## config.mk

```make
export PLATFORM = sky130hd
export DESIGN_NAME = dfa_equiv_monitor_flat
export DESIGN_NICKNAME = d
export VERILOG_FILES = /design/src/rtl/dfa_equiv_monitor_if.sv /design/src/rtl/dfa_equiv_monitor.sv /design/src/flat_wrapper.sv
export SDC_FILE = /design/constraint.sdc
export NUM_CORES = 1
export LEC_CHECK = 0
export CELL_PAD_IN_SITES_DETAIL_PLACEMENT = 1
export CELL_PAD_IN_SITES_GLOBAL_PLACEMENT = 1
export CORE_ASPECT_RATIO = 0.8
export CORE_UTILIZATION = 47
export CTS_CLUSTER_SIZE = 14
export DETAILED_ROUTE_END_ITERATION = 10
export PLACE_DENSITY_LB_ADDON = 0.1
export SLEW_MARGIN = 20
export SYNTH_ARGS = -nofsm -noshare
export SYNTH_HDL_FRONTEND = slang
export SYNTH_SLANG_ARGS = --single-unit
```

## constraint.sdc

```tcl
create_clock -name clk -period 6.75 [get_ports clk]
set_input_delay 0.675 -clock clk [delete_from_list [all_inputs] [get_ports clk]]
set_output_delay 0.675 -clock clk [all_outputs]
set_load 0.05 [all_outputs]
```

## src/rtl/dfa_equiv_monitor_if.sv

```systemverilog
// Bundle for the dfa_equiv_monitor: configuration port, symbol stream and
// monitor outputs. The master side drives configuration and symbols; the
// slave side is the monitor.
//
// Handshake: sym_valid has no ready. A symbol presented with sym_valid=1 is
// consumed on that rising edge unless restart is also high. In that case the
// symbol is dropped. cfg_we and acc_we are single-cycle write strobes.
interface dfa_equiv_monitor_if #(
    parameter int STATE_W = 2,
    parameter int SYM_W   = 1,
    parameter int CNT_W   = 16
);
    logic                       cfg_we;
    logic                       cfg_sel;
    logic [STATE_W+SYM_W-1:0]   cfg_addr;
    logic [STATE_W-1:0]         cfg_data;
    logic                       acc_we;
    logic [(1<<STATE_W)-1:0]    acc_data;
    logic                       restart;
    logic                       sym_valid;
    logic [SYM_W-1:0]           sym;

    logic [STATE_W-1:0]         state_a;
    logic [STATE_W-1:0]         state_b;
    logic                       out_a;
    logic                       out_b;
    logic [CNT_W-1:0]           step_count;
    logic                       mismatch;
    logic [CNT_W-1:0]           mismatch_step;
    logic [SYM_W-1:0]           mismatch_sym;

    modport master (
        output cfg_we, cfg_sel, cfg_addr, cfg_data, acc_we, acc_data,
               restart, sym_valid, sym,
        input  state_a, state_b, out_a, out_b, step_count,
               mismatch, mismatch_step, mismatch_sym
    );

    modport slave (
        input  cfg_we, cfg_sel, cfg_addr, cfg_data, acc_we, acc_data,
               restart, sym_valid, sym,
        output state_a, state_b, out_a, out_b, step_count,
               mismatch, mismatch_step, mismatch_sym
    );
endinterface

```

## src/rtl/dfa_equiv_monitor.sv

```systemverilog
// Lockstep equivalence monitor for two table-driven Moore automata sharing one
// symbol stream. Both automata start from START_STATE. The monitor records the
// step index and symbol of the first cycle where their accept outputs differ.
// The current automaton states are visible on state_a/state_b for debug.
module dfa_equiv_monitor #(
    parameter int STATE_W     = 2,
    parameter int SYM_W       = 1,
    parameter int START_STATE = 1,
    parameter int CNT_W       = 16
) (
    input  logic                 clk,
    input  logic                 reset,
    dfa_equiv_monitor_if.slave   bus
);
    localparam int NS     = 1 << STATE_W;
    localparam int ADDR_W = STATE_W + SYM_W;
    localparam int NE     = 1 << ADDR_W;
    localparam logic [STATE_W-1:0] START_S = STATE_W'(START_STATE);

    logic [STATE_W-1:0] tbl_a_q [NE];
    logic [STATE_W-1:0] tbl_b_q [NE];
    logic [NS-1:0]      acc_a_q, acc_b_q;

    logic [STATE_W-1:0] state_a_q, state_a_d;
    logic [STATE_W-1:0] state_b_q, state_b_d;
    logic [CNT_W-1:0]   step_q, step_d;
    logic               mm_q, mm_d;
    logic [CNT_W-1:0]   mm_step_q, mm_step_d;
    logic [SYM_W-1:0]   mm_sym_q, mm_sym_d;

    logic [STATE_W-1:0] next_a, next_b;
    logic [CNT_W-1:0]   step_inc;

    // Next states and the saturated step count, from pre-edge tables.
    assign next_a   = tbl_a_q[{state_a_q, bus.sym}];
    assign next_b   = tbl_b_q[{state_b_q, bus.sym}];
    assign step_inc = (step_q == {CNT_W{1'b1}}) ? step_q : step_q + 1'b1;

    // Configuration storage. Reset makes every entry a self-loop with no accepting states.
    always_ff @(posedge clk or posedge reset) begin
        if (reset) begin
            for (int i = 0; i < NE; i++) begin
                tbl_a_q[i] <= STATE_W'(i >> SYM_W);
                tbl_b_q[i] <= STATE_W'(i >> SYM_W);
            end
            acc_a_q <= '0;
            acc_b_q <= '0;
        end else begin
            if (bus.cfg_we) begin
                if (bus.cfg_sel) tbl_b_q[bus.cfg_addr] <= bus.cfg_data;
                else             tbl_a_q[bus.cfg_addr] <= bus.cfg_data;
            end
            if (bus.acc_we) begin
                if (bus.cfg_sel) acc_b_q <= bus.acc_data;
                else             acc_a_q <= bus.acc_data;
            end
        end
    end

    // Step, restart and first-divergence capture. Restart takes priority over a symbol.
    always_comb begin
        state_a_d = state_a_q;
        state_b_d = state_b_q;
        step_d    = step_q;
        mm_d      = mm_q;
        mm_step_d = mm_step_q;
        mm_sym_d  = mm_sym_q;
        if (bus.restart) begin
            state_a_d = START_S;
            state_b_d = START_S;
            step_d    = '0;
            mm_d      = acc_a_q[START_S] != acc_b_q[START_S];
            mm_step_d = '0;
            mm_sym_d  = '0;
        end else if (bus.sym_valid) begin
            state_a_d = next_a;
            state_b_d = next_b;
            step_d    = step_inc;
            if (!mm_q && (acc_a_q[next_a] != acc_b_q[next_b])) begin
                mm_d      = 1'b1;
                mm_step_d = step_inc;
                mm_sym_d  = bus.sym;
            end
        end
    end

    // Register the automaton states, the counter and the capture.
    always_ff @(posedge clk or posedge reset) begin
        if (reset) begin
            state_a_q <= START_S;
            state_b_q <= START_S;
            step_q    <= '0;
            mm_q      <= 1'b0;
            mm_step_q <= '0;
            mm_sym_q  <= '0;
        end else begin
            state_a_q <= state_a_d;
            state_b_q <= state_b_d;
            step_q    <= step_d;
            mm_q      <= mm_d;
            mm_step_q <= mm_step_d;
            mm_sym_q  <= mm_sym_d;
        end
    end

    assign bus.state_a       = state_a_q;
    assign bus.state_b       = state_b_q;
    assign bus.out_a         = acc_a_q[state_a_q];
    assign bus.out_b         = acc_b_q[state_b_q];
    assign bus.step_count    = step_q;
    assign bus.mismatch      = mm_q;
    assign bus.mismatch_step = mm_step_q;
    assign bus.mismatch_sym  = mm_sym_q;
endmodule

```

## src/flat_wrapper.sv

```systemverilog
// flat-port wrapper written by rule: the top's interface ports become plain ports
module dfa_equiv_monitor_flat 
#(
    parameter int STATE_W     = 2,
    parameter int SYM_W       = 1,
    parameter int START_STATE = 1,
    parameter int CNT_W       = 16
)
  (clk, reset, bus_cfg_we, bus_cfg_sel, bus_cfg_addr, bus_cfg_data, bus_acc_we, bus_acc_data, bus_restart, bus_sym_valid, bus_sym, bus_state_a, bus_state_b, bus_out_a, bus_out_b, bus_step_count, bus_mismatch, bus_mismatch_step, bus_mismatch_sym);
  dfa_equiv_monitor_if #(.STATE_W(STATE_W), .SYM_W(SYM_W), .CNT_W(CNT_W)) bus_i ();
  input  logic clk;
  input  logic reset;
  input wire logic [$bits(bus_i.cfg_we)-1:0] bus_cfg_we;
  input wire logic [$bits(bus_i.cfg_sel)-1:0] bus_cfg_sel;
  input wire logic [$bits(bus_i.cfg_addr)-1:0] bus_cfg_addr;
  input wire logic [$bits(bus_i.cfg_data)-1:0] bus_cfg_data;
  input wire logic [$bits(bus_i.acc_we)-1:0] bus_acc_we;
  input wire logic [$bits(bus_i.acc_data)-1:0] bus_acc_data;
  input wire logic [$bits(bus_i.restart)-1:0] bus_restart;
  input wire logic [$bits(bus_i.sym_valid)-1:0] bus_sym_valid;
  input wire logic [$bits(bus_i.sym)-1:0] bus_sym;
  output wire logic [$bits(bus_i.state_a)-1:0] bus_state_a;
  output wire logic [$bits(bus_i.state_b)-1:0] bus_state_b;
  output wire logic [$bits(bus_i.out_a)-1:0] bus_out_a;
  output wire logic [$bits(bus_i.out_b)-1:0] bus_out_b;
  output wire logic [$bits(bus_i.step_count)-1:0] bus_step_count;
  output wire logic [$bits(bus_i.mismatch)-1:0] bus_mismatch;
  output wire logic [$bits(bus_i.mismatch_step)-1:0] bus_mismatch_step;
  output wire logic [$bits(bus_i.mismatch_sym)-1:0] bus_mismatch_sym;
  assign bus_i.cfg_we = bus_cfg_we;
  assign bus_i.cfg_sel = bus_cfg_sel;
  assign bus_i.cfg_addr = bus_cfg_addr;
  assign bus_i.cfg_data = bus_cfg_data;
  assign bus_i.acc_we = bus_acc_we;
  assign bus_i.acc_data = bus_acc_data;
  assign bus_i.restart = bus_restart;
  assign bus_i.sym_valid = bus_sym_valid;
  assign bus_i.sym = bus_sym;
  assign bus_state_a = bus_i.state_a;
  assign bus_state_b = bus_i.state_b;
  assign bus_out_a = bus_i.out_a;
  assign bus_out_b = bus_i.out_b;
  assign bus_step_count = bus_i.step_count;
  assign bus_mismatch = bus_i.mismatch;
  assign bus_mismatch_step = bus_i.mismatch_step;
  assign bus_mismatch_sym = bus_i.mismatch_sym;
  dfa_equiv_monitor #(.STATE_W(STATE_W), .SYM_W(SYM_W), .START_STATE(START_STATE), .CNT_W(CNT_W)) u_core (.clk(clk), .reset(reset), .bus(bus_i));
endmodule
```

# Word-level counts from Yosys, hierarchy flattened
# Cells that the tools add are included.
[classes]
n_addsub = 1
n_lt_le_gt_ge = 8
eq_ne = 3
mux = 34
n_bitwise = 4
reduce_logical = 10
[ops]
columns = ["op", "n"]
rows = [
  ["2-to-1 mux 16 bit", 6],
  ["bitwise mux 16 bit", 2],
  ["2-to-1 mux 2 bit", 9],
  ["adder 16 x 1 -> 16 bit, second input constant", 1],
  ["== test 16 bit, second input constant", 1],
  ["binary-select mux 2 bit (select 3 bit)", 2],
  ["greater-or-equal comparator 4 bit, second input constant", 3],
  ["< comparator 2 x 3 -> 1 bit, second input constant", 4],
  ["inverter 3 -> 4 bit", 3],
  ["2-to-1 mux 1 bit", 10],
  ["AND reduction 2 bit", 5],
  ["binary-select mux 1 bit (select 2 bit)", 4],
  ["demux 2 bit (select 3 bit)", 1],
  ["< comparator 4 x 1 -> 1 bit, second input constant", 1],
  ["nonzero test 2 bit", 2],
  ["logical AND 1 bit", 2],
  ["!= test 1 bit", 2],
  ["logical NOT 1 bit", 1],
  ["inverter 1 bit", 1],
]
[totals]
regBits = 78
out_inout_bits = 40
word_cells = 84

# Logic depth before layout (Yosys ltp)
# Gate-level depths: netlist of run 1.
[depth]
ltp_word = 11
depth_mapped = 8

# Worst setup path after synthesis of run 1
# Ideal clock, no wire load.
[synth_timing]
path_kind = "input to register"
from = "input bus_sym"
to = "register u_core.mm_step_q[4] (netlist: u_core.bus.mismatch_step[4])"
setup_ps = 88
arrival_time_ps = 2716
required_ps = 6662
slack_ps = 3947
cell_stages = 7
path_buffers = 1
cell_sequence = "mux4_1 mux2_2 mux4_2 xor2_2 buf_2 a21oi_1 a211oi_2"
[synth_via]
elab_chain_len = 10
elab_cells_between_ends = 16
classes_between = "eq/ne: 1; mux: 10; bitwise: 2; reduce/logical: 3"
[synth_lines]
columns = ["item", "line", "text"]
rows = [
  ["start: declaration", "flat_wrapper.sv:21", "input wire logic [$bits(bus_i.sym)-1:0] bus_sym;"],
  ["inverter 3 -> 4 bit (on tied branches)", "dfa_equiv_monitor.sv:35, dfa_equiv_monitor.sv:36", ""],
  ["binary-select mux 2 bit (select 3 bit) (on tied branches)", "dfa_equiv_monitor.sv:35, dfa_equiv_monitor.sv:36", ""],
  ["2-to-1 mux 2 bit (on tied branches) (2 in a row)", "dfa_equiv_monitor.sv:35, dfa_equiv_monitor.sv:36", ""],
  ["binary-select mux 1 bit (select 2 bit)", "dfa_equiv_monitor.sv:79", "if (!mm_q && (acc_a_q[next_a] != acc_b_q[next_b])) begin"],
  ["2-to-1 mux 1 bit (implied by the code)", "dfa_equiv_monitor.sv:79", ""],
  ["!= test 1 bit (*)", "dfa_equiv_monitor.sv:79", ""],
  ["logical AND 1 bit (*)", "dfa_equiv_monitor.sv:79", ""],
  ["nonzero test 2 bit (no source line) (*)", "n/a", ""],
  ["AND reduction 2 bit (no source line) (*)", "n/a", ""],
  ["end signal: assignment", "dfa_equiv_monitor.sv:101", "mm_step_q <= mm_step_d;"],
  ["end: declaration", "dfa_equiv_monitor.sv:28", "logic [CNT_W-1:0] mm_step_q, mm_step_d;"],
]
# Mark *: on every way between the ends. The rest lies on a longest branch, timed or not. The select of a mux whose other input is x is not followed.
# A chain may end at the register's enable or synchronous reset.

# Final worst setup path of run 1
[layout_timing]
from = "input bus_sym"
to = "register u_core.mm_step_q[15] (netlist: u_core.bus.mismatch_step[15])"
# Same word-level chain as after synthesis.

==> results.toml, run 1 <==
[status]
status = "finished clean"

[power_and_ir_drop]
switching_share_pct = 34.6
ir_drop_mv = 0.174
p_clk_share_pct = 25.2
p_leak_nw = 1.92
p_comb_share_pct = 30.8
netSwitchingPower_mw = 0.485
p_int_mw = 0.918
pwr_density_cell_nw_per_um2 = 290
seq_power_share_pct = 44.0

[clock_tree]
cts_tree = "done"
cts_resized = 0
numCtsBuffers = 9
clock_sinks = 78
post-cts-setup-buffers = 0
htreeDepth = 3
clock_latency_ps = 350
clkTransAtPathRegs_ps = 80
clock-root-buffer = "clkbuf_8"
clock_path_buffers = 2
hold_buffers = 0

[grt]
grt_pass1_vias = 2904
antenna_found_initial = 0
grt_pass1_wl_um = 16600
grt_overflow_total = 0
grt_usage_pct = 24.9
grt_max_degree = 79

[synthesis]
synth_edf_count = 0
ys_types = 40
async_flop_share_pct = 100
ys_warn_count = 0
netlist_area_um2 = 3990
syn-num-nets = 355
syn_area_per_cell_um2 = 11.9
synth_top_area_share_pct = 37.6
ys_seq_elements = 78
syn_inst = 337
synth_area_leader_cell = "dfrtp_1"
synth_ff_type = "dfrtp_1"
yosysSeqAreaShare_pct = 49.4
synth.area.top_cells = "dfrtp_1 (38%), mux2_2 (14%), dfstp_2 (12%)"

[setup_path]
crit_path_end_kind = "flop"
slowest_delay_ps = 900
worstPathArrival_ps = 4250
cp-start-kind = "input pin"
worstPathCellList = "clkdlybuf4s50_1, mux4_1, mux2_2, mux4_2, xnor2_2, nor2_2, mux2_2"
worstPathMaxFanout = 13
worstPathRequired_ps = 6990
crit_top_cell = "mux2_2"
cpMaxStageDelayCell = "clkdlybuf4s50_1"
worstSetupPathType = "in2reg"

[place]
dpl.cell_count = 488
portBuffers = 56
gp_congestion = 0.846
dp_hpwl_um = 7040

[timing]
worst-slew-pin-transition_ps = 1010
slew_viol_final = 0
setup_viol = 0
finalClockSkew_ps = 6.10
holdWs_ps = 508
rsz0062_at_grt = "false"
max_slew_margin_pct = 32.1
period_share_pct = 59.5
finalSetupTns_ps = 0
fmax_mhz = 249
period_needed_ps = 4020
hold_violations = 0

[drt]
antenna_left = 0
wirelength_um = 9950
drt_iter0_drc = 131
wl_per_cell_um = 19.7
vias = 2892
drt_first_pass_iters = 4
vias_per_cell = 5.74
drc = 0

[layout]
syn_to_final_growth_pct = 21.1
drive_above_1_share_pct = 26.0
ff_latch_area_um2 = 1970
stdcell_count = 504
multiInputGateArea_um2 = 1920
fillers = 843
nets = 409
antennaDiodeCount = 0

[floorplan]
die_w_um = 105
core_um2 = 8090
die_area_um2 = 8870
die_h_um = 84.5
start_util_pct = 49.4
rows = 29
boundaryPins = 57

[run]
maxCapViolations = 0

[hold_path]
hp-class = "reg2reg"
## synthesized netlist by cell type, drive strengths merged (5+ instances only)
master	instances
a311oi	5
nand2b	5
inv	5
nand3	20
dfrtp	60
mux4	10
mux2	48
a211oi	9
dfstp	18
xor2	13
mux2i	10
xnor2	9
a21oi	20
nand2	16
o21ai	8
nand4	5
clkbuf	13
nor2	34
## critical path: cells and delay by family
family	cells	cell delay [ps]
xor gates and xnor gates	1	200
buffers and inverters	1	900
muxes	4	1870
and+or+nand+nor	1	600
## registers in the layout, indices dropped and copies added (netlist names)
signal                    flops
u_core.bus.mismatch_step     16
u_core.bus.step_count        16
u_core.tbl_a_q               16
u_core.tbl_b_q               16
u_core.acc_a_q                4
u_core.acc_b_q                4
u_core.bus.state_a            2
u_core.bus.state_b            2
u_core.bus.mismatch           1
u_core.bus.mismatch_sym       1
## final cells by class
| cell class | instances | share of cell area (%) |
|---|---|---|
| clock inverter | 5 | 1.22 |
| inverter | 5 | 0.388 |
| clock buffer | 11 | 2.92 |
| sequential | 78 | 40.8 |
| timing repair buffer | 59 | 12.1 |
| multi-input combinational | 238 | 39.8 |
| tap | 108 | 2.79 |
## power by group through the flow
stage                     Clock (mW)  Combinational (mW)  Sequential (mW)
final                          0.353               0.433            0.617
after global routing           0.382               0.462            0.628
after CTS                      0.362               0.433            0.617
after detailed placement           0               0.430            0.624
after global placement             0               0.416            0.621
after floorplan                    0               0.246            0.679
## placed cells by master, fill, tap and decap left out, types with 10 or more instances in the layout
cell              n
xor2_1           12
mux2_2           48
a21oi_1          20
mux2i_1          10
clkbuf_8         10
dfrtp_1          60
nand2_1          16
nand3_1          20
clkdlybuf4s50_1  56
nor2_1           33
dfstp_2          18
## metal layers
| layer | vias to the layer above | track usage [%] | part of all wire (%) |
|---|---|---|---|
| li1 | 1330 | - | - |
| met1 | 1487 | 38.4 | 52 |
| met2 | 65 | 34.7 | 43 |
| met3 | 10 | 5.75 | 4.5 |
| met4 | 0 | 7.17 | 1.0 |
| met5 | - | 0 | 0 |
## kinds of logic after synthesis
group                    synth area share [%]
adder cells (fa/ha/maj)                 0.313
XOR/XNOR                                 5.20
flip-flops                               49.4
buffers and inverters                    2.38
AO/OA/AOI/OAI                            8.27
AND/OR/NAND/NOR                          12.3
multiplexers                             22.1
## path summary, 6_finish.rpt
path	slack (ps)	cells after the start	endpoint	from
min in group asynchronous	940	3	u_core.tbl_b_q[11]$_DFFE_PP0P_	reset
max	2730	7	u_core.bus.mismatch_step[15]$_DFFE_PP0P_	bus_sym
max in group asynchronous	5180	3	u_core.bus.step_count[13]$_DFFE_PP0P_	reset
min reg2reg	510	1	u_core.tbl_a_q[4]$_DFFE_PP0P_	u_core.tbl_a_q[4]$_DFFE_PP0P_
max reg2reg	3680	6	u_core.bus.mismatch_step[15]$_DFFE_PP0P_	u_core.bus.state_b[0]$_DFFE_PP1P_
min	510	1	u_core.tbl_a_q[4]$_DFFE_PP0P_	u_core.tbl_a_q[4]$_DFFE_PP0P_
## stage by stage
step | total power [mW] | util (%) | area, um^2 | worst slack (ps)
floorplan | 0.925 | - | 3990 | 3950
global placement | 1.04 | 57.3 | 4640 | 2440
detailed placement | 1.05 | 57.3 | 4640 | 2370
CTS | 1.41 | 59.8 | 4840 | 2750
global route | 1.47 | 59.8 | 4840 | 2580
finish | 1.40 | 59.8 | 4840 | 2730
No activity file was read; power rests on OpenSTA's default activity.
==> inputs of run 2 (changes only) <==
--- a/config.mk
+++ b/config.mk
@@ -8,7 +8,7 @@
 export CELL_PAD_IN_SITES_DETAIL_PLACEMENT = 1
 export CELL_PAD_IN_SITES_GLOBAL_PLACEMENT = 1
 export CORE_ASPECT_RATIO = 0.8
-export CORE_UTILIZATION = 47
+export CORE_UTILIZATION = 44
 export CTS_CLUSTER_SIZE = 14
 export DETAILED_ROUTE_END_ITERATION = 10
 export PLACE_DENSITY_LB_ADDON = 0.1
==> constraint.sdc (replaced) <==
create_clock -name clk -period 4 [get_ports clk]
set_input_delay 0.4 -clock clk [delete_from_list [all_inputs] [get_ports clk]]
set_output_delay 0.4 -clock clk [all_outputs]
set_load 0.05 [all_outputs]
==> run 2 against run 1 <==
  * Wire length increased by 8.8%
  * Critical endpoint is now u_core.bus.mismatch_step[1]$_DFFE_PP0P_
  * Register-to-register slack lost 2500 ps
  * Sequential power is 70% higher
  * Largest cell class unchanged
  * Power increased by 83%
  * Highest routed layer unchanged
  * Design area is 2.5% higher
  * Non-clock buffer count is 5 higher
  * Worst hold slack worse by 250 ps
  * Die area is 6.7% higher
  * Utilization decreased by 2.4 points
==> results.toml, run 2 (same netlist as run 1, synthesis figures left out) <==
[status]
status = "finished clean"

[power_and_ir_drop]
pwr_density_cell_nw_per_um2 = 518
p_leak_nw = 1.98
ir_drop_mv = 0.403
fin_total_pwr_mw = 2.57

[drt]
wl_per_cell_um = 21.1
wirelength_um = 10800
drc = 0
vias_per_cell = 5.79
antenna_left = 0
drt_iter0_drc = 109
vias = 2968
drt_first_pass_iters = 4

[floorplan]
die_w_um = 109
boundaryPins = 57
core_um2 = 8630
start_util_pct = 46.3
die_area_um2 = 9460
die_h_um = 87.2
rows = 30

[clock_tree]
cts_tree = "done"
clock_sinks = 78
clock_path_buffers = 2
clock-root-buffer = "clkbuf_16"
hold_buffers = 0
clkTransAtPathRegs_ps = 60
post-cts-setup-buffers = 0
htreeDepth = 3
numCtsBuffers = 9
clock_latency_ps = 340
cts_resized = 0

[timing]
rsz0062_at_grt = "false"
setup_viol = 0
slew_viol_final = 0
worst-slew-pin-transition_ps = 1010
finalSetupTns_ps = 0
max_slew_margin_pct = 32.4
finalClockSkew_ps = 7.98
period_share_pct = 80.6
fmax_mhz = 310
hold_violations = 0
period_needed_ps = 3220

[setup_path]
worstPathCellList = "clkdlybuf4s50_1, buf_4, mux2_2, mux4_2, mux4_2, xnor2_2, nor2_2, buf_4, a311oi_2"
slowest_delay_ps = 740
worstPathMaxFanout = 8
cp-start-kind = "input pin"
worstPathArrival_ps = 3440
reg2reg_depth = 6
r2r_setup_slack_ps = 1180
worstSetupPathType = "in2reg"
worstPathRequired_ps = 4220
timing.rr.start = "u_core.bus.step_count[4]$_DFFE_PP0P_"
cpMaxStageDelayCell = "clkdlybuf4s50_1"
crit_path_end_kind = "flop"
rr_endpoint = "u_core.bus.mismatch_step[0]$_DFFE_PP0P_"

[layout]
final_cell_mix = "dfrtp_1 (60), clkdlybuf4s50_1 (56), mux2_2 (48), nor2_1 (33)"
fillers = 915
nets = 414
antennaDiodeCount = 0
final_common_cell = "dfrtp_1"
syn_to_final_growth_pct = 24.1
drive_above_1_share_pct = 26.9

[grt]
grt_overflow_total = 0
grt_pass1_vias = 3078
grt_pass1_wl_um = 17700
grt_usage_pct = 25.5
grt_max_degree = 42
antenna_found_initial = 0

[place]
portBuffers = 56
dp_hpwl_um = 7550
gp_congestion = 0.872

[hold_path]
hp-class = "in2async"

[run]
maxCapViolations = 0
[run 2: worst max-delay path by stage]
stage	start	end
3_3_place_gp	bus_sym	u_core.bus.mismatch_step[1]$_DFFE_PP0P_
5_1_grt	bus_sym	u_core.bus.mismatch_step[1]$_DFFE_PP0P_
4_1_cts	bus_sym	u_core.bus.mismatch_step[15]$_DFFE_PP0P_
3_5_place_dp	bus_sym	u_core.bus.mismatch_step[15]$_DFFE_PP0P_
2_1_floorplan	u_core.bus.state_b[0]$_DFFE_PP1P_	u_core.bus.mismatch_step[4]$_DFFE_PP0P_
6_report	bus_sym	u_core.bus.mismatch_step[1]$_DFFE_PP0P_
[run 2: metrics by stage]
step           hold WS [ps]  cells  util, %  area, um^2  worst slack, ps
3_3_place_gp            482    497     54.2        4680              540
2_1_floorplan           470    337        -        3990             1320
4_1_cts                 253    513     57.4        4960              785
5_1_grt                 263    513     57.4        4960              690
3_5_place_dp            502    497     54.2        4680              438
6_report                259    513     57.4        4960              775
[run 2: metal layers]
layer / global-route usage, % / vias to the layer above / wire, um / share of wire [%]
met2: 37.3 / 67 / 4820 / 44
li1: - / 1350 / - / -
met3: 6.13 / 10 / 476 / 4.4
met1: 37.8 / 1541 / 5430 / 50
met4: 6.63 / 0 / 103 / 0.95
met5: 0 / - / 0 / 0
[run 2: worst max-delay path, delay by kind of cell]
kind	cells	cell delay [ps]
AOI/OAI and AO/OA	1	100
muxes	3	1210
and+or+nand+nor	1	300
buffers and inverters	3	1220
xor gates and xnor gates	1	210
[run 2: area by class of cell]
type / instances / area [um^2] / area share [%]
Clock buffer: 11 / 243 / 4.90
Clock inverter: 5 / 35.0 / 0.707
Inverter: 5 / 18.8 / 0.379
Multi-Input combinational cell: 238 / 1920 / 38.8
Sequential cell: 78 / 1970 / 39.8
Tap cell: 112 / 140 / 2.83
Timing Repair Buffer: 64 / 621 / 12.5
[run 2: report_power, final]
| group | switching, mW | internal (mW) | leakage, nW |
|---|---|---|---|
| Combinational | 0.433 | 0.318 | 0.881 |
| Sequential | 0.106 | 0.944 | 0.972 |
| Clock | 0.330 | 0.436 | 0.124 |
==> patch 1 (flow settings as in run 2) <==
`STATE_W` is set to 2 in 3 places; all go to 3.
--- a/src/rtl/dfa_equiv_monitor_if.sv
+++ b/src/rtl/dfa_equiv_monitor_if.sv
@@ -6,7 +6,7 @@
 // consumed on that rising edge unless restart is also high. In that case the
 // symbol is dropped. cfg_we and acc_we are single-cycle write strobes.
 interface dfa_equiv_monitor_if #(
-    parameter int STATE_W = 2,
+    parameter int STATE_W = 3,
     parameter int SYM_W   = 1,
     parameter int CNT_W   = 16
 );
--- a/src/rtl/dfa_equiv_monitor.sv
+++ b/src/rtl/dfa_equiv_monitor.sv
@@ -3,7 +3,7 @@
 // step index and symbol of the first cycle where their accept outputs differ.
 // The current automaton states are visible on state_a/state_b for debug.
 module dfa_equiv_monitor #(
-    parameter int STATE_W     = 2,
+    parameter int STATE_W     = 3,
     parameter int SYM_W       = 1,
     parameter int START_STATE = 1,
     parameter int CNT_W       = 16
--- a/src/flat_wrapper.sv
+++ b/src/flat_wrapper.sv
@@ -1,7 +1,7 @@
 // flat-port wrapper written by rule: the top's interface ports become plain ports
 module dfa_equiv_monitor_flat 
 #(
-    parameter int STATE_W     = 2,
+    parameter int STATE_W     = 3,
     parameter int SYM_W       = 1,
     parameter int START_STATE = 1,
     parameter int CNT_W       = 16
Interface: changed (5 resized); port bits go from 57 to 65. No check against the original RTL was run, so the function may have changed too.
==> patch 1 against run 2 <==
  * Sequential cell count grew 74
  * Wire length grew 82%
  * Register-to-register slack lost 0.68 ns
  * Worst setup slack lost 0.27 ns
  * Count of clock-buffer cells in the layout grew 14
  * Sequential power grew 98%
  * Global-route usage shrank 1.6 points
  * Worst hold slack gained 0.24 ns
  * Power grew 91%
  * Design area grew 84%
  * Synthesized area grew 94%
  * Critical path type is now reg -> reg
  * Critical endpoint is now u_core.bus.mismatch$_DFFE_PP0P_
  * Largest power group unchanged
==> patch 1: results (changes against run 2) <==
- Routed length on met2: 9183 um (+91%)
- First-pass GRT wire length: 32260 um (+82%)
- Worst VDD drop: 0.2945 mV (-27%)
- Status: finished clean
- Fillcell total: 1761 (+92%)
- Grt met1 use: 35.44% (-2.4 points)
- Xor/xnor share of the synthesized area: 2.903% (-2.3 points)
- Cells after DPL: 872 (+75%)
- Sequential area share after synthesis: 49.84% (+0.40 points)
- DRT iter0 DRCs: 288 (+160%)
- Total global routing track utilization: 23.95% (-1.6 points)
- CP max FO: 17 (+9)
- Clock skew: 0.01326 ns (+0.005284 ns)
- Layout cells sized above 1: 35.80% (+8.9 points)
- Hold Path Class: reg -> reg
- Global placement routability congestion: 0.7913 (-9.2%)
- Unique masters post-synth: 61 (+53%)
- FF-to-FF Start: u_core.bus.state_a[0]$_DFFE_PP1P_
- Vias in the first global route: 5595 (+82%)
- Met3 Wirelength: 661 um (+39%)
- Routing usage on met3: 4.906% (-1.2 points)
- Synthesized-area fraction occupied by adder cells: 0.1613% (-0.15 points)
- Largest net degree at the start of global routing: 60 (+43%)
- Slew margin rel.: 35.50% (+3.1 points)
- Ranking of synthesized cells by area: dfrtp_1, dfstp_2, mux2_2
- CTS Buf Count: 17 (+8)
- Non-Filler Instances: 901 (+76%)
- Crit Reg-Reg Endpoint: u_core.bus.mismatch$_DFFE_PP0P_
- Wirelength per Cell: 21.86 um (+3.7%)
- Complex-gate fraction of the synthesized area: 6.274% (-2.0 points)
- Via density: 5.767 (-0.32%)
- Reg2reg setup slack: 0.50 ns (-0.68 ns)
- Static leakage: 3.680 nW (+86%)
- H-Tree Depth: 4 (+1)
- Syn Area/Cell: 12.72 sq um (+7.3%)
- Net Count, Synth: 634 (+79%)
- Wire length on met1: 9576 um (+77%)
## patch 1: area by class of cell
cell class                      instances  area share (%)
Clock buffer                           25           5.218
Clock inverter                          4          0.5218
Inverter                                8          0.3708
Multi-Input combinational cell        412           40.24
Sequential cell                       152           42.43
Tap cell                              225           3.090
Timing Repair Buffer                   75           8.130
## patch 1: logic make-up after synthesis
group                    count (synthesis)
AND/OR/NAND/NOR                        152
buffers and inverters                   46
XOR/XNOR                                24
multiplexers                           168
AO/OA/AOI/OAI                           67
adder cells (fa/ha/maj)                  1
flip-flops                             152
## patch 1: power by group
part	internal (W)	switching, W
combinational	0.000619	0.000743
sequential	0.00187	0.000205
clock	0.000876	0.000592
## patch 1: worst max-delay path by stage
stage | from | end | slack, ns
5_1_grt | u_core.bus.state_a[0]$_DFFE_PP1P_ | u_core.bus.mismatch_step[11]$_DFFE_PP0P_ | 0.32
6_report | u_core.bus.state_a[0]$_DFFE_PP1P_ | u_core.bus.mismatch$_DFFE_PP0P_ | 0.50
4_1_cts | u_core.bus.state_a[0]$_DFFE_PP1P_ | u_core.bus.mismatch_step[11]$_DFFE_PP0P_ | 0.47
2_1_floorplan | u_core.bus.state_a[0]$_DFFE_PP1P_ | u_core.bus.mismatch_step[3]$_DFFE_PP0P_ | 0.72
3_3_place_gp | bus_sym | u_core.bus.mismatch_step[13]$_DFFE_PP0P_ | 0.39
3_5_place_dp | bus_sym | u_core.bus.mismatch_step[13]$_DFFE_PP0P_ | 0.36
## patch 1: worst max-delay path, cell delays in order, from the launching register on
cell and delay, ns:
dfstp_2 0.79, buf_4 0.25, mux2i_1 0.11, mux4_2 0.59, mux2i_1 0.17, a2111o_1 0.40, o211ai_1 0.16, mux2i_4 0.14
xnor2_2 0.15, buf_4 0.20, a211oi_2 0.27, a21oi_1 0.09
==> patch 2 (flow settings as in run 2) <==
Without the edit above. Reset style: synchronous (`reset`), changed in 2 clocked blocks.
--- a/src/rtl/dfa_equiv_monitor.sv
+++ b/src/rtl/dfa_equiv_monitor.sv
@@ -37,7 +37,7 @@
     assign step_inc = (step_q == {CNT_W{1'b1}}) ? step_q : step_q + 1'b1;
 
     // Configuration storage. Reset makes every entry a self-loop with no accepting states.
-    always_ff @(posedge clk or posedge reset) begin
+    always_ff @(posedge clk) begin
         if (reset) begin
             for (int i = 0; i < NE; i++) begin
                 tbl_a_q[i] <= STATE_W'(i >> SYM_W);
@@ -85,7 +85,7 @@
     end
 
     // Register the automaton states, the counter and the capture.
-    always_ff @(posedge clk or posedge reset) begin
+    always_ff @(posedge clk) begin
         if (reset) begin
             state_a_q <= START_S;
             state_b_q <= START_S;
Function: differs if reset is asserted again (counterexample within 4 cycles, from zero or initial values and one cycle with reset high); with reset held inactive, the same outputs for 4 cycles.
==> patch 2 against run 2 <==
  * The run now ends with DRC left
  * Global-route usage down 2.5 points
  * Count of clock-buffer cells in the layout unchanged
  * Clock skew up 0.00083 ns
  * Register-to-register slack better by 0.21 ns
  * Worst setup slack better by 0.24 ns
  * Fmax up 8.1%
  * Wire length down 8.1%
  * Worst hold slack better by 0.21 ns
  * First-iteration DRC count up 47%
  * Synthesized area down 3.5%
  * Design area down 5.3%
  * Sequential cell count unchanged
  * Highest routed layer unchanged
Power is not compared: it rests on default switching activity, and its combinational part moved more than twofold at a synthesized area within 25%.
==> patch 2: results (changes against run 2) <==
- First-pass GRT wire length: 15920 um (-10%)
- Net Count, Synth: 398 (+12%)
- Drt drc: 1 (+1)
- Hold slack final: 0.4701 ns (+0.2108 ns)
- Static leakage: 1.593 nW
- Pre-antenna DRT Iters: 7 (+3)
- Clock Path Buffers: 2 (unchanged)
- Final WL: 9941 um (-8.1%)
- Unique masters post-synth: 43 (+7.5%)
- Ranking of synthesized cells by area: edfxtp_1, dfxtp_1, mux2i_1
- Top_reg_cell synth: dfxtp_1
- Asr flop ratio synth: 0% (-100 points)
- Post-CTS Setup Bufs: 0 (unchanged)
- Layout cells sized above 1: 11.21% (-16 points)
- Nets: 450 (+8.7%)
- FF-to-FF Start: u_core.tbl_b_q[5][0]$_SDFFCE_PN0P_
- Slew margin rel.: 47.96% (+16 points)
- Number of synthesized flops with an enable pin: 32 (+32)
- Vias in the first global route: 2999 (-2.6%)
- Fillcell total: 962 (+5.1%)
- CP max FO: 13 (+5)
- FF-to-FF path depth: 7 (+1)
- Clk_lat worst skew: 0.36 ns (+0.02 ns)
- Reg2reg setup slack: 1.39 ns (+0.21 ns)
- Status: finished, violations left
- Critical Path AT: 3.20 ns (-0.24 ns)
- Clock skew: 0.008810 ns (+0.0008331 ns)
- Total global routing track utilization: 22.99% (-2.5 points)
- Global placement routability congestion: 0.7896 (-9.4%)
- Post-DP HPWL: 7287 um (-3.5%)
- Hold Path Class: reg -> reg
- Commonest cells in the netlist: dfxtp_1, nand2_1, nor2_1
- Clock Pin Slew Worst Setup and Hold Paths: 0.08 ns (+0.02 ns)
- Crit Reg-Reg Endpoint: u_core.bus.mismatch_step[15]$_SDFFE_PP0P_
- Clk root buf: clkbuf_8
- Sequential area share after synthesis: 48.82% (-0.62 points)
- Vias: 3061 (+3.1%)
- Largest net degree at the start of global routing: 35 (-17%)
- Failing checks: DRC
- DRT iter0 DRCs: 160 (+47%)
==> patch 2: cell count changes after synthesis, moves of 18 or more <==
| cell | delta |
|---|---|
| mux2_2 | -47 |
| dfstp_2 | -18 |
| dfrtp_1 | -60 |
| edfxtp_1 | +32 |
| nand2_1 | +26 |
| dfxtp_1 | +46 |
==> patch 2: worst max-delay path by stage <==
stage,startpoint,to,slack (ns),cells after the start
final,bus_sym,u_core.bus.mismatch_step[15]$_SDFFE_PP0P_,1.02,9
after global placement,bus_sym,u_core.bus.mismatch_step[15]$_SDFFE_PP0P_,0.72,9
after detailed placement,bus_sym,u_core.bus.mismatch_step[15]$_SDFFE_PP0P_,0.64,9
after floorplan,u_core.bus.state_b[1]$_SDFFE_PP0P_,u_core.bus.mismatch_step[11]$_SDFFE_PP0P_,1.35,6
after global routing,bus_sym,u_core.bus.mismatch_step[15]$_SDFFE_PP0P_,0.88,9
after CTS,bus_sym,u_core.bus.mismatch_step[15]$_SDFFE_PP0P_,1.03,9
==> patch 2: power breakdown <==
| part | switching, W | total [W] | internal, W |
|---|---|---|---|
| clock | 0.000298 | 0.000595 | 0.000298 |
| sequential | 0.0000214 | 0.000879 | 0.000857 |
| combinational | 0.000138 | 0.000223 | 0.0000850 |
| total | 0.000457 | 0.00170 | 0.00124 |
==> patch 2: cell families after synthesis <==
group,count (synthesis),synth area share [%]
multiplexers,29,11.20
XOR/XNOR,25,6.070
AO/OA/AOI/OAI,62,10.61
buffers and inverters,28,3.635
adder cells (fa/ha/maj),1,0.3245
AND/OR/NAND/NOR,157,19.34
flip-flops,78,48.82
==> patch 2: layout make-up <==
class	instances	share of cell area, %
clock buffer	11	3.706
clock inverter	5	0.6132
inverter	6	0.4799
multi-input combinational	274	39.06
sequential	78	40.10
tap	112	2.986
timing repair buffer	63	13.06
==> patch 2: through the flow <==
stage	utilization [%]	worst slack, ns	instance area, sq um	std cells
after floorplan	-	1.349	3855	380
after global placement	52.94	0.7249	4491	533
after detailed placement	52.94	0.6443	4491	533
after CTS	55.32	1.032	4693	549
after global routing	55.32	0.8797	4693	549
final	55.32	1.017	4693	549
==> patch 2: worst max-delay path, stage by stage <==
cell and delay (ns):
clkdlybuf4s50_1 0.45, buf_4 0.23, mux4_1 0.59, mux2i_1 0.21, mux4_2 0.41, xnor2_2 0.21
nor2_2 0.35, buf_4 0.25, a211oi_1 0.09
==> patch 2: metal layers <==
layer  part of all wire [%]  vias to the layer above  GRT usage (%)  routed length [um]
li1                       -                     1465              -                   -
met1                     49                     1507          34.27                4871
met2                     44                       83          34.19                4367
met3                    6.3                        6          5.319                 628
met4                   0.73                        0          4.483                  73
met5                      0                        -              0                   0
